File: src/rtl/instruction_fetch_unit.sv
// Instruction fetch front end: owns the PC, reads the instruction ROM and
// registers one 24-bit word per cycle toward the dependency check block.
// Loads are issued twice, JMP redirects with no penalty, CJMP parks the
// unit in BR_WAIT until execute resolves it, and HALT stops fetch until reset.
module instruction_fetch_unit #(
    parameter int unsigned         PC_W     = 8,
    parameter logic [PC_W-1:0]     RESET_PC = '0,
    parameter logic [23:0]         NOP_WORD = 24'h000000
) (
    input  logic            clk,
    input  logic            reset,       // asynchronous, active low
    output logic [PC_W-1:0] im_addr,
    input  logic [23:0]     im_data,
    input  logic            cond_valid,
    input  logic            cond_taken,
    output logic [23:0]     ins,
    output logic [PC_W-1:0] pc,
    output logic            br_wait,
    output logic            halted
);

    typedef enum logic [1:0] {
        RUN       = 2'd0,
        LD_REPEAT = 2'd1,
        BR_WAIT   = 2'd2,
        HALTED    = 2'd3
    } state_t;

    localparam logic [4:0] OP_JMP  = 5'b11000;
    localparam logic [4:0] OP_HALT = 5'b11001;
    localparam logic [4:0] OP_LD   = 5'b10100;

    state_t          state_q, state_d;
    logic [PC_W-1:0] pc_q, pc_d;
    logic [PC_W-1:0] br_target_q, br_target_d;
    logic [23:0]     ins_q, ins_d;
    logic            br_wait_q, br_wait_d;
    logic            halted_q, halted_d;

    logic [4:0]      op;
    logic            is_jmp, is_halt, is_cjmp, is_ld;
    logic [PC_W-1:0] pc_inc;
    logic [PC_W-1:0] word_target;

    // Decode the class of the word currently presented by the ROM.
    always_comb begin
        op          = im_data[23:19];
        is_jmp      = (op == OP_JMP);
        is_halt     = (op == OP_HALT);
        is_cjmp     = (op[4:2] == 3'b111);
        is_ld       = (op == OP_LD);
        // Increment wraps modulo 2^PC_W naturally through the fixed width.
        pc_inc      = pc_q + PC_W'(1);
        word_target = PC_W'(im_data[7:0]);
    end

    // Next-state, next-PC and next-instruction selection.
    always_comb begin
        // NOTE: every variable gets a default first so no path leaves one
        // unassigned; a missing default in always_comb infers a latch.
        state_d     = state_q;
        pc_d        = pc_q;
        br_target_d = br_target_q;
        ins_d       = ins_q;

        unique case (state_q)
            RUN: begin
                ins_d = im_data;
                if (is_jmp) begin
                    pc_d = word_target;
                end else if (is_halt) begin
                    state_d = HALTED;
                end else if (is_cjmp) begin
                    br_target_d = word_target;
                    state_d     = BR_WAIT;
                end else if (is_ld) begin
                    state_d = LD_REPEAT;
                end else begin
                    pc_d = pc_inc;
                end
            end
            LD_REPEAT: begin
                // Second copy of the LD word; the decoder turns it into a bubble.
                ins_d   = im_data;
                pc_d    = pc_inc;
                state_d = RUN;
            end
            BR_WAIT: begin
                ins_d = NOP_WORD;
                if (cond_valid) begin
                    pc_d    = cond_taken ? br_target_q : pc_inc;
                    state_d = RUN;
                end
            end
            HALTED: begin
                ins_d = NOP_WORD;
            end
            default: begin
                state_d = RUN;
            end
        endcase

        // Status flags are registered so they line up with the NOPs on ins.
        br_wait_d = (state_q == BR_WAIT);
        halted_d  = (state_q == HALTED);
    end

    // State and datapath registers with asynchronous active-low reset.
    always_ff @(posedge clk or negedge reset) begin
        if (!reset) begin
            state_q     <= RUN;
            pc_q        <= RESET_PC;
            br_target_q <= '0;
            ins_q       <= NOP_WORD;
            br_wait_q   <= 1'b0;
            halted_q    <= 1'b0;
        end else begin
            // NOTE: sequential state uses non-blocking assignments so all
            // registers update together from values sampled before the edge.
            state_q     <= state_d;
            pc_q        <= pc_d;
            br_target_q <= br_target_d;
            ins_q       <= ins_d;
            br_wait_q   <= br_wait_d;
            halted_q    <= halted_d;
        end
    end

    assign im_addr = pc_q;
    assign pc      = pc_q;
    assign ins     = ins_q;
    assign br_wait = br_wait_q;
    assign halted  = halted_q;

endmodule
File: config.mk
export PLATFORM = sky130hd
export DESIGN_NAME = instruction_fetch_unit
export DESIGN_NICKNAME = d
export VERILOG_FILES = /design/src/rtl/instruction_fetch_unit.sv
export SDC_FILE = /design/constraint.sdc
export NUM_CORES = 1
export LEC_CHECK = 0
export CORE_MARGIN = 10
export CORE_UTILIZATION = 30
export CTS_BUF_LIST = sky130_fd_sc_hd__clkbuf_2 sky130_fd_sc_hd__clkbuf_4 sky130_fd_sc_hd__clkbuf_8
export CTS_CLUSTER_DIAMETER = 50
export DETAILED_ROUTE_END_ITERATION = 10
export GPL_TIMING_DRIVEN = 0
export PLACE_DENSITY = 0.64
export REMOVE_ABC_BUFFERS = 1
export SKIP_CTS_REPAIR_TIMING = 1
export SLEW_MARGIN = 20
export SYNTH_ARGS = -nofsm -noshare
export SYNTH_HDL_FRONTEND = slang
export SYNTH_SLANG_ARGS = --single-unit
File: constraint.sdc
create_clock -name clk -period 3.1 [get_ports clk]
set_input_delay 0.31 -clock clk [delete_from_list [all_inputs] [get_ports clk]]
set_output_delay 0.31 -clock clk [all_outputs]
set_load 0.05 [all_outputs]
==> results.txt, run 1 <==
The flow ran to the end, and the final reports show no timing, DRC or antenna violations. The detailed router finished its first iteration with 113 violations. The final wirelength was 5.650 mm; the number of warnings printed during yosys synthesis was 0. Dividing the synthesized area by the synthesized cell count gives 10.71 um^2. Of the total power, registers draw 26.9%. For this run the aggregate overflow at the end of global routing stands at 0. The number of vias per cell after detailed routing was 4.830.

The synthesized netlist devotes 1.994% of its cell area to XOR and XNOR gates. After detailed placement, the design holds a cell count of 356. The average wire length per cell after detail routing is 15.52 um. Of the total synthesized cell area, the portion taken by AND, OR, NAND and NOR gates is 18.01%. Timing analysis after detailed placement gives a worst setup slack of 0.5695 ns.

The synthesized-area fraction occupied by ao, oa, aoi and oai cells works out to 12.71%. After synthesis the cells add up to 2196 um^2. Sort of element at the end of the critical path: a register.

The congestion estimate from routability-driven global placement came to 0.8400. The repair_antennas step left the layout with diodes totalling 0. Of all nets on the critical path, the largest fanout is 18. The maximum single-stage delay on the critical path is 0.67 ns, and the floorplan die width is 105.6 um.

The maximum level of the CTS H-tree is 2. The power density over the cells came out at 1116 nW/um^2. For this run, the top clock speed supported by timing is 0.3934 GHz. The endpoint of the worst-slack reg-to-reg timing path is im_addr[0].

In this run, the combinational gates consume 55.5% of the power. In this run the tightest slew margin relative to its limit is 37.00%. The category of the most critical setup path is reg -> reg. The number of CTS-inserted buffers was 5. For the data required time of the worst path, the log shows 3.29 ns. The count of buffers added on input and output ports is 69. The tools report the startpoint of the worst register-to-register path as state_q[0].

In the synthesized netlist the dominant register cell turns out to be sky130_fd_sc_hd__dfrtp_1. Counting distinct cell types in the post-synthesis netlist gives 50. The setup slack after layout was 0.5581 ns. The number of pins with negative max-slew slack in the final report came out at 0.

The logs give 297 for the final net count and 30 for the maximum number of pins on one net before global-route repair. The smallest clock period supported by the final layout is computed as 2.542 ns. Number of violations of the max-capacitance limit: 0. The synthesized design spends more area on one cell type than any other, namely sky130_fd_sc_hd__dfrtp_1. The number of cells on the worst reg-to-reg path is 6.

Clock-pin slew was measured on the worst setup and hold paths at 0.08 ns. The fraction of post-synthesis cell area in the top cell type by area works out to 50.14%. The first global-routing pass estimated 9.397 mm of wire. The leakage component of the power was 1.292 nW. The classification of the worst-slack hold path was in -> async. The period utilization is 82.00%. Switching power total: 1.550 mW. The area growth from synthesis to layout is 40.23%. Global routing used 10.31% of the available tracks across all layers.

TritonCTS built the clock tree. Largest family of logic cells by synthesized area: simple AND/OR/NAND/NOR gates. Before antenna repair, the detailed router went through 4 iterations. Hold timing on the final database bottoms out at a slack of 0.05256 ns.

The tools report the largest clock skew in the final design as 0.004301 ns. The tools report the number of setup violations in the final report as 0. For the clock sink count, the log shows 44. For this configuration, the core starts out at a cell density of 30.60%. The total buffers and inverters traversed by the critical path came out at 1. The fraction of synthesized area in multiplexers is 7.692%. The floorplan row count was 31. Synthesis produced a netlist whose cell count is 205. The die extent in y works out to 105.6 um. After synthesis the netlist holds a flip-flop and latch count of 44. Once detailed placement completed, the half-perimeter wirelength came to 4.208 mm. The tools report the share of total power in the clock network as 17.6%. Setup repair after global routing left no endpoint under its margin.

The tree is rooted in a sky130_fd_sc_hd__clkbuf_8. The dominant cell by count in the synthesized netlist was sky130_fd_sc_hd__dfrtp_1. Of the total synthesized cell area, the portion taken by full adders, half adders and majority gates is 2.849%.

The post-detailed-route count of antenna-violating nets came out at 0. The via count of the first global-routing pass was 1788; the post-synthesis async set-or-reset flop share was 100.0%. In the routed design, unresolved DRC markers number 0. The share of cells above drive strength 1 came out at 10.57%. The logs give 3079 um^2 for the final design area excluding fillers and 0.30 ns for the clock latency of the later-clocked register in the worst-skew pair. The floorplan step defined a die boundary enclosing 11140 um^2. The run gives 7176 um^2 as the core outline area. The number of hold violations in the final report is 0. Final cell count without fillers: 364.

For the pin with the worst max-slew slack, the measured transition is 0.9364 ns. The number of buffers on the longest clock path was 2. Walking the worst path, the cells encountered are inv_1 -> ha_1 -> mux2i_1 -> nor2_2 -> a31oi_1 -> o221a_2.

Total vias in the final route: 1758. By count the netlist is led by sky130_fd_sc_hd__dfrtp_1, sky130_fd_sc_hd__and2_1, sky130_fd_sc_hd__nand2_1. For the worst setup path, the data arrival time is 2.73 ns. The number of antenna violations at the first check in global routing was 0. The placed instances occupy a cell area of 2920 um^2. The run gives 0.3417 mV as the worst vdd rail ir drop.

The worst setup path is launched from a register. The synthesized design contains 0 enable-type register cells. Among all stages on the critical path, the largest delay is contributed by sky130_fd_sc_hd__ha_1.

The design internal power was 1.887 mW; the sequential area share after synthesis was 50.14%. Net switching is 45.10% of the power. Across all register-to-register paths, the minimum setup slack is 0.56 ns.

Grouping stages by cell kind, the critical path spends the most delay in adder cells. Pin placement for this block handled 70 I/O pins. By area the synthesized netlist is led by sky130_fd_sc_hd__dfrtp_1, sky130_fd_sc_hd__and2_1, sky130_fd_sc_hd__mux2_2. In the final timing run, aggregate negative setup slack is 0 ns.
metrics by stage:
step | power (mW) | utilization, %
after floorplan | 2.227 | -
after global placement | 2.815 | 40.35
after detailed placement | 2.860 | 40.70
after CTS | 3.474 | 42.91
after global routing | 3.645 | 42.91
final | 3.437 | 42.91
registers in the layout, summed over array words and instances (netlist names):
signal / count
state_q: 2
br_target_q: 8
halted: 1
ins: 24
im_addr: 8
br_wait: 1
per-layer routing:
layer  wire length (um)  vias to the layer above  share of wire, %  GRT usage (%)
li1                   -                      828                 -              -
met1               2303                      874                41          11.33
met2               2915                       52                52          18.09
met3                397                        4               7.0          3.959
met4                 34                        0              0.60          2.998
met5                  0                        -                 0              0
placed cells by master (no fill, tap or decap), types with 2 or more instances in the layout:
| cell | instances |
|---|---|
| sky130_fd_sc_hd__nor2_1 | 11 |
| sky130_fd_sc_hd__nand3_1 | 5 |
| sky130_fd_sc_hd__dfrtp_1 | 44 |
| sky130_fd_sc_hd__and2_1 | 23 |
| sky130_fd_sc_hd__a22o_1 | 3 |
| sky130_fd_sc_hd__clkdlybuf4s50_1 | 68 |
| sky130_fd_sc_hd__or3_1 | 2 |
| sky130_fd_sc_hd__a31oi_1 | 4 |
| sky130_fd_sc_hd__a21oi_1 | 4 |
| sky130_fd_sc_hd__xor2_1 | 3 |
| sky130_fd_sc_hd__inv_1 | 8 |
| sky130_fd_sc_hd__nor2b_1 | 2 |
| sky130_fd_sc_hd__bufinv_16 | 3 |
| sky130_fd_sc_hd__nand4_1 | 2 |
| sky130_fd_sc_hd__o2111ai_1 | 2 |
| sky130_fd_sc_hd__o211ai_1 | 3 |
| sky130_fd_sc_hd__o21ai_0 | 4 |
| sky130_fd_sc_hd__nand2_1 | 13 |
| sky130_fd_sc_hd__xnor2_1 | 2 |
| sky130_fd_sc_hd__nor3_1 | 5 |
| sky130_fd_sc_hd__clkbuf_8 | 5 |
| sky130_fd_sc_hd__o311ai_0 | 2 |
| sky130_fd_sc_hd__mux2i_1 | 3 |
| sky130_fd_sc_hd__nor2_2 | 2 |
| sky130_fd_sc_hd__o21bai_1 | 2 |
| sky130_fd_sc_hd__ha_1 | 5 |
| sky130_fd_sc_hd__o221ai_1 | 2 |
| sky130_fd_sc_hd__mux2_2 | 11 |
kinds of logic after synthesis:
kind of cell | Yosys count
AOI/OAI and AO/OA | 37
muxes | 15
buffers and inverters | 26
adders and majority gates | 5
and+or+nand+nor | 73
DFF | 44
xor gates and xnor gates | 5
worst reg2reg max path, cell delays in order, from the launching register on:
cell and delay [ns]:
sky130_fd_sc_hd__dfrtp_1 0.40, sky130_fd_sc_hd__inv_1 0.08, sky130_fd_sc_hd__ha_1 0.67, sky130_fd_sc_hd__mux2i_1 0.26, sky130_fd_sc_hd__nor2_2 0.57, sky130_fd_sc_hd__a31oi_1 0.19
sky130_fd_sc_hd__o221a_2 0.28
worst max path at each step:
| stage | from | to | slack, ns | cells after the start |
|---|---|---|---|---|
| after floorplan | im_addr[0] | im_addr[4] | 0.78 | 6 |
| after global placement | reset | br_target_q[4] | 0.43 | 1 |
| after detailed placement | im_data[22] | im_addr[6] | 0.57 | 6 |
| after CTS | state_q[0] | im_addr[0] | 0.59 | 6 |
| after global routing | state_q[0] | im_addr[0] | 0.34 | 6 |
| final | state_q[0] | im_addr[0] | 0.56 | 6 |
layout make-up:
| cell class | count | area (um^2) |
|---|---|---|
| sequential | 44 | 1101 |
| tap | 99 | 123.9 |
| clock inverter | 3 | 90.09 |
| multi-input combinational | 135 | 952.2 |
| clock buffer | 5 | 68.82 |
| inverter | 8 | 30.03 |
| timing repair buffer | 70 | 713.2 |
| fill | 680 | 4096 |
power by group through the flow:
stage | combinational, mW | clock (mW) | sequential, mW
2_1_floorplan | 0.695 | 0 | 1.53
3_5_place_dp | 1.92 | 0 | 0.940
5_1_grt | 2.04 | 0.643 | 0.963
3_3_place_gp | 1.88 | 0 | 0.932
4_1_cts | 1.92 | 0.624 | 0.928
6_report | 1.91 | 0.604 | 0.925
Note: power is estimated with default switching activity, not from simulation.
==> run 2: changes to the inputs <==
PLACE_DENSITY = 0.66   (was 0.64)
clock period = 2.25 ns   (was 3.1 ns; I/O delays follow)
==> results.txt, run 2 (synthesis results as in run 1) <==
The run finished with clean final reports. The final net count is 303 (was 297). The tools report the kind of launch point of the worst setup path as a primary input (was a register). The total global routing track utilization came out at 9.739% (was 10.31%). The average wire length per cell after detail routing works out to 15.18 um (was 15.52 um). The maximum fanout along the worst path works out to 7 (was 18).

The end-of-flow core utilization is 42.60% (was 42.91%), and the number of flip-flops under the largest register name is 24 (unchanged). The area added between synthesis and finish works out to 39.20% (was 40.23%). The clock tree root buffer cell was sky130_fd_sc_hd__clkbuf_8 (unchanged). The total vias in the final route came out at 1779 (was 1758). The logs give 8.859 mm (was 9.397 mm) for the global-route wire length before repair and 0.4750 GHz for the top achievable clock speed. The number of I/O pins was 70 (unchanged). The number of DRC violations after detailed-routing iteration 0 came out at 119 (was 113). Sort of element at the end of the critical path: a register (unchanged).

The worst relative slew slack was 35.77% (was 37.00%); the number of vias per cell after detailed routing was 4.821 (was 4.830). The classification of the worst-slack hold path was in -> reg (was in -> async). For the final wirelength, the log shows 5.600 mm (was 5.650 mm). The shortest period the worst path allows is 2.105 ns.

The share of cells above drive strength 1 came out at 12.22% (was 10.57%). Slew at the pin closest to its max-slew limit: 0.9547 ns (was 0.9364 ns). The post-detailed-route count of antenna-violating nets is 0 (unchanged), and the post-route DRC violation count is 0 (unchanged).

The fill cell instance count of the final layout is 690 (was 680), and the maximum number of pins on one net before global-route repair is 28 (was 30). The starting density of the core came out at 30.60% (unchanged). The run gives 0 (unchanged) as the number of setup violations in the final report. Category of the most critical setup path: in -> reg (was reg -> reg).

The tools report the largest clock skew in the final design as 0.006886 ns (was 0.004301 ns). Setup repair after global routing left no endpoint under its margin. The run gives 0 (unchanged) as the number of antenna violations at the first check in global routing.

The data arrival time at the worst-slack endpoint was 2.28 ns (was 2.73 ns); the leakage component of the power was 1.285 nW (was 1.292 nW). For the clock latency of the later-clocked register in the worst-skew pair, the log shows 0.30 ns (about the same). The clock sink count is 44 (unchanged). Count of inserted antenna diode cells: 0 (unchanged).

Die extent in y: 105.6 um (unchanged). The run gives 2 (unchanged) as the maximum level of the CTS H-tree. Count of port buffers added during placement: 69 (unchanged). Via count of the first global-routing pass: 1722 (was 1788).

The most frequent standard cell in the layout excluding fill and tap cells is sky130_fd_sc_hd__clkdlybuf4s50_1 (unchanged). The total placed cells including tap cells came out at 356 (unchanged). The total congestion overflow was 0 (unchanged); the power density over the cells was 1478 nW/um^2 (was 1116 nW/um^2). The clock-pin slew reported for the worst setup and hold paths after clock tree synthesis was 0.08 ns (about the same). Commonest cells after routing, fill and taps aside: sky130_fd_sc_hd__clkdlybuf4s50_1, sky130_fd_sc_hd__dfrtp_1, sky130_fd_sc_hd__and2_1 (unchanged).

The worst slack on hold paths is 0.4790 ns (was 0.05256 ns). The final cell count without fillers is 369 (was 364), and the number of pins with negative max-slew slack in the final report is 0 (unchanged). The logs give 4.135 mm (was 4.208 mm) for the detailed placer's ending HPWL and 2.42 ns (was 3.29 ns) for the data required time of the worst path.

The logs give 0.1449 ns (was 0.5581 ns) for the setup slack after layout and 2 (unchanged) for the number of buffers on the longest clock path. The tools report the register area as 1101 um^2 (unchanged). The number of violations of the max-capacitance limit was 0 (unchanged); the floorplan row count was 31 (unchanged).

The number of iterations in the first detailed-routing pass is 4 (unchanged), and the period utilization is 93.56%. The number of CTS-inserted buffers came out at 5 (unchanged). The minimum setup slack after placement is -0.2101 ns (was 0.5695 ns).

For the area of the die, the log shows 11140 um^2 (unchanged). The number of hold violations in the final report was 0 (unchanged); the core outline area was 7176 um^2 (unchanged). Floorplan die width: 105.6 um (unchanged). The tools report the worst vdd rail ir drop as 0.4886 mV (was 0.3417 mV). TritonCTS built the clock tree. The area of the multi-input gates is 959.7 um^2 (was 952.2 um^2), and the routability-driven placement congestion ratio is 0.8476 (was 0.8400).
==> run 2: changes by cell type in the layout (fill, tap and decap cells not counted), sizes merged <==
cell / delta
clkbuf: +1
bufinv: -3
buf: +5
dlygate4sd3: +1
clkinv: +1
==> run 2: layout make-up <==
| class | count | area share (%) |
|---|---|---|
| clock inverters | 1 | 0.1637 |
| flip-flops and latches | 44 | 36.02 |
| multi-input cells | 135 | 31.40 |
| clock buffers | 6 | 2.497 |
| repair buffers | 76 | 24.89 |
| well taps | 99 | 4.052 |
| inverters | 8 | 0.9824 |
==> run 2: metrics by stage <==
stage	cell area [um^2]	TNS, ns	power [mW]
2_1_floorplan	2081	-0.07354	3.068
3_3_place_gp	2895	-14.64	3.872
3_5_place_dp	2920	-0.7787	3.926
4_1_cts	3002	-0.7028	4.419
5_1_grt	3057	0	4.786
6_report	3057	0	4.518
==> run 2: path summary, 6_finish.rpt <==
check | start | to | slack, ns | cells past startpoint
hold / removal | im_data[13] | ins[13] | 0.48 | 2
hold reg to reg | br_target_q[2] | br_target_q[2] | 0.51 | 1
setup reg to reg | state_q[1] | im_addr[2] | 0.24 | 7
setup / recovery | im_data[22] | im_addr[6] | 0.14 | 6
max in group asynchronous | reset | ins[0] | 1.24 | 3
min in group asynchronous | reset | ins[14] | 0.49 | 2
==> run 2: where the power goes <==
part           switching, mW  internal (mW)  leakage [nW]
Combinational           1.67           1.09         0.708
Sequential             0.215           1.06         0.533
Clock                  0.260          0.223        0.0445
Total                   2.14           2.38          1.29
==> run 2: worst max-delay path, cell delays in order <==
cell	delay (ns)
sky130_fd_sc_hd__clkdlybuf4s50_1	0.58
sky130_fd_sc_hd__nand2_1	0.13
sky130_fd_sc_hd__nor4_1	0.74
sky130_fd_sc_hd__or2b_1	0.31
sky130_fd_sc_hd__o2111ai_1	0.18
sky130_fd_sc_hd__o211ai_1	0.11
==> run 2: layer usage <==
layer / vias to the layer above / share of wire (%) / global-route usage [%]
met5: - / 0 / 0
met4: 0 / 0.86 / 2.418
met3: 6 / 7.0 / 3.959
met2: 47 / 50 / 16.98
met1: 883 / 42 / 10.82
li1: 843 / - / -
==> run 3: changes to the inputs <==
ABC_AREA = 1   (was unset)
==> results.txt, run 3 <==
The flow ran to the end, and the final reports show no timing, DRC or antenna violations. Synth top area cells: sky130_fd_sc_hd__dfrtp_1, sky130_fd_sc_hd__nand2_1, sky130_fd_sc_hd__inv_1 (was sky130_fd_sc_hd__dfrtp_1, sky130_fd_sc_hd__and2_1, sky130_fd_sc_hd__mux2_2). The tools report the maximum level of the CTS H-tree as 2 (unchanged). The clock latency of the later-clocked register in the worst-skew pair was 0.29 ns (was 0.30 ns).

The period utilization is 87.56% (was 93.56%). The switching power total was 1.863 mW (was 2.142 mW). Routability-driven placement congestion ratio: 0.8833 (was 0.8476).

The largest clock skew in the final design is 0.007665 ns (was 0.006886 ns), and the area added between synthesis and finish is 39.29% (was 39.20%). For the detailed placer's ending HPWL, the log shows 4.400 mm (was 4.135 mm). The area share of and/or/nand/nor cells after synthesis works out to 30.80% (was 18.01%). The logs give 2255 um^2 (was 2196 um^2) for the combined area of all synthesized cells and 11380 um^2 (was 11140 um^2) for the area of the die. The tools report the post-route DRC violation count as 0 (unchanged). The average wire length per cell after detail routing was 11.96 um (was 15.18 um); the post-synthesis register bit count was 44 (unchanged).

The number of synthesized flops with an enable pin was 0 (unchanged); the maximum single-stage delay on the critical path was 0.63 ns (was 0.74 ns). Commonest cells in the netlist: sky130_fd_sc_hd__nand2_1, sky130_fd_sc_hd__inv_1, sky130_fd_sc_hd__dfrtp_1 (was sky130_fd_sc_hd__dfrtp_1, sky130_fd_sc_hd__and2_1, sky130_fd_sc_hd__nand2_1). The largest family of logic cells by synthesized area is simple AND/OR/NAND/NOR gates (unchanged).

The kind of cell adding the most delay to the critical path is simple AND/OR/NAND/NOR gates (unchanged). The floorplan die width was 106.7 um (was 105.6 um); the proportion of power drawn by combinational gates was 53.5% (was 61.0%). The synthesized-area fraction occupied by ao, oa, aoi and oai cells is 5.716% (was 12.71%). Maximum number of pins on one net before global-route repair: 25 (was 28). The total stage count of the critical path was 5 (was 6).

The via count of the first global-routing pass came out at 2024 (was 1722). The sequential fraction of design power was 30.3% (was 28.3%). The final net count is 401 (was 303), and the number of iterations in the first detailed-routing pass is 4 (unchanged). Flip-flop cell with the highest count after synthesis: sky130_fd_sc_hd__dfrtp_1 (unchanged).

The number of violations of the max-capacitance limit came out at 0 (unchanged). For the total vias in the final route, the log shows 2010 (was 1779). The number of flip-flops under the largest register name is 24 (unchanged). The leakage component of the power was 1.582 nW (was 1.285 nW).

Share of cells above drive strength 1: 5.149% (was 12.22%). The run gives 44 (unchanged) as the clock sink count. The total global routing track utilization was 10.23% (was 9.739%); the number of vias per cell after detailed routing was 4.295 (was 4.821). Fraction of post-synthesis cell area in the top cell type by area: 48.83% (was 50.14%). The clock tree root buffer cell is sky130_fd_sc_hd__clkbuf_8 (unchanged).

The tools report the share of total power in the clock network as 16.2% (was 10.7%). The cell with the largest stage delay on the worst path is sky130_fd_sc_hd__nand2_1 (was sky130_fd_sc_hd__nor4_1). Commonest cells after routing, fill and taps aside: sky130_fd_sc_hd__nand2_1, sky130_fd_sc_hd__clkdlybuf4s50_1, sky130_fd_sc_hd__inv_1 (was sky130_fd_sc_hd__clkdlybuf4s50_1, sky130_fd_sc_hd__dfrtp_1, sky130_fd_sc_hd__and2_1).

The tools report the starting density of the core as 30.92% (was 30.60%). The floorplan row count was 31 (unchanged). End-of-flow core utilization: 43.07% (was 42.60%). The number of hold violations in the final report is 0 (unchanged), and the count of port buffers added during placement is 69 (unchanged). For the number of warnings printed during yosys synthesis, the log shows 0 (unchanged). TritonCTS built the clock tree. The run gives 0 (unchanged) as the number of antenna violations at the first check in global routing.

The number of pins with negative max-slew slack in the final report was 0 (unchanged); the total congestion overflow was 0 (unchanged). The tools report the sequential area share after synthesis as 48.83% (was 50.14%). For the final setup TNS, the log shows 0 ns (unchanged). The tools report the core outline area as 7292 um^2 (was 7176 um^2). For the design internal power, the log shows 2.047 mW (was 2.376 mW). The slew at the pin closest to its max-slew limit came out at 0.8109 ns (was 0.9547 ns). The run gives 2 (unchanged) as the number of buffers on the longest clock path.

The power density over the cells is 1245 nW/um^2 (was 1478 nW/um^2), and the post-synthesis async set-or-reset flop share is 100.0% (unchanged). The number of DRC violations after detailed-routing iteration 0 was 138 (was 119). The worst vdd rail ir drop was 0.5126 mV (was 0.4886 mV).

The post-detailed-route count of antenna-violating nets was 0 (unchanged); the clock-pin slew reported for the worst setup and hold paths after clock tree synthesis was 0.09 ns (was 0.08 ns). The detailed route wirelength on metal2 is 2.517 mm (was 2.809 mm). The classification of the worst-slack hold path is in -> async (was in -> reg).

The fraction of synthesized area in multiplexers was 0% (was 7.692%); the net switching fraction of the power was 47.65% (was 47.41%). The average cell area after synthesis was 7.441 um^2 (was 10.71 um^2). Cell occurring most often along the worst timing path: sky130_fd_sc_hd__inv_1. The xor and xnor fraction of the mapped netlist area is 0% (was 1.994%). The global-route wire length before repair came out at 9.694 mm (was 8.859 mm).

Cell type with the highest aggregate area in the netlist: sky130_fd_sc_hd__dfrtp_1 (unchanged). Number of I/O pins: 70 (unchanged). The routed metal-1 wire length is 2.275 mm (was 2.352 mm), and the depth of the most critical reg-to-reg path is 5 (was 7).

Setup repair after global routing left no endpoint under its margin. The run gives 0.5076 GHz (was 0.4750 GHz) as the top achievable clock speed. The run gives 2.12 ns (was 2.28 ns) as the data arrival time at the worst-slack endpoint. The maximum fanout along the worst path came out at 24 (was 7). The highest signal layer in the routed design is met4 (unchanged). The dominant cell by count in the synthesized netlist was sky130_fd_sc_hd__nand2_1 (was sky130_fd_sc_hd__dfrtp_1). Cell-by-cell trace of the critical path: inv_1 -> ha_1 -> inv_1 -> nand2_1 -> nor2_1 (was clkdlybuf4s50_1 -> nand2_1 -> nor4_1 -> or2b_1 -> o2111ai_1 -> o211ai_1). The logs give 0 (unchanged) for the number of setup violations in the final report and 45.81% (was 35.77%) for the worst relative slew slack. The number of unique standard cell types used by synthesis was 21 (was 50).

The sort of element at the end of the critical path is a register (unchanged). The category of the most critical setup path is reg -> reg (was in -> reg). The number of CTS-inserted buffers came out at 5 (unchanged). The data required time of the worst path came out at 2.40 ns (was 2.42 ns).

Total buffers and inverters traversed by the critical path: 2 (was 1). Most frequent standard cell in the layout excluding fill and tap cells: sky130_fd_sc_hd__nand2_1 (was sky130_fd_sc_hd__clkdlybuf4s50_1). The die extent in y works out to 106.7 um (was 105.6 um). The shortest period the worst path allows was 1.970 ns (was 2.105 ns); the number of instances in the synthesized netlist was 303 (was 205). The final wirelength came out at 5.595 mm (was 5.600 mm). The kind of launch point of the worst setup path was a register (was a primary input). The adder-cell share of the synthesized area is 2.775% (was 2.849%), and the amount of wire on met3 after detailed routing is 726 um (was 390 um).

Count of inserted antenna diode cells: 0 (unchanged).
run 3: power groups by stage:
stage | Clock, mW | Combinational [mW] | Sequential [mW]
final | 0.634 | 2.09 | 1.19
after global routing | 0.688 | 2.31 | 1.22
after CTS | 0.665 | 2.11 | 1.19
after detailed placement | 0 | 2.10 | 1.20
after global placement | 0 | 2.07 | 1.20
after floorplan | 0 | 0.766 | 1.83
run 3: cells by family after synthesis:
logic type | count (synthesis)
simple gates | 167
buf+inv | 62
flops | 44
compound gates | 25
fa+ha+maj | 5
run 3: layout make-up:
class	count	area, um^2
Tap cell	99	123.9
Clock inverter	2	38.79
Fill cell	744	4151
Multi-Input combinational cell	197	885.9
Clock buffer	6	82.58
Timing Repair Buffer	71	723.2
Sequential cell	44	1101
Inverter	49	185.2
run 3: per-layer routing:
layer	global-route usage, %	up-vias
met5	0	-
li1	-	1045
met2	15.76	64
met1	11.63	894
met4	3.095	0
met3	6.108	7
run 3: final timing paths:
| kind | from | end | slack, ns |
|---|---|---|---|
| setup / recovery | state_q[0] | ins[12] | 0.28 |
| hold / removal | reset | ins[18] | 0.43 |
| setup reg to reg | state_q[0] | ins[12] | 0.28 |
| hold reg to reg | br_target_q[2] | br_target_q[2] | 0.49 |
| max in group asynchronous | reset | im_addr[3] | 1.34 |
| min in group clk | im_data[10] | ins[10] | 0.43 |
run 3: worst register-to-register path, cell delays in order, from the launching register on:
cell                      delay, ns
sky130_fd_sc_hd__dfrtp_1       0.42
sky130_fd_sc_hd__inv_1         0.10
sky130_fd_sc_hd__ha_1          0.39
sky130_fd_sc_hd__inv_1         0.18
sky130_fd_sc_hd__nand2_1       0.63
sky130_fd_sc_hd__nor2_1        0.10
run 3: metrics by stage:
step           std cells  setup slack, ns  total power, mW  hold WS, ns  instance area (um^2)
3_3_place_gp         458          -0.2512            3.271       0.4717                  2987
5_1_grt              468           0.1195            4.220       0.4257                  3141
6_report             468           0.2799            3.910       0.4267                  3141
4_1_cts              467           0.2731            3.963      -0.1078                  3131
2_1_floorplan        290           0.1717            2.596     -0.07059                  2172
3_5_place_dp         459           0.2879            3.305       0.2288                  3009
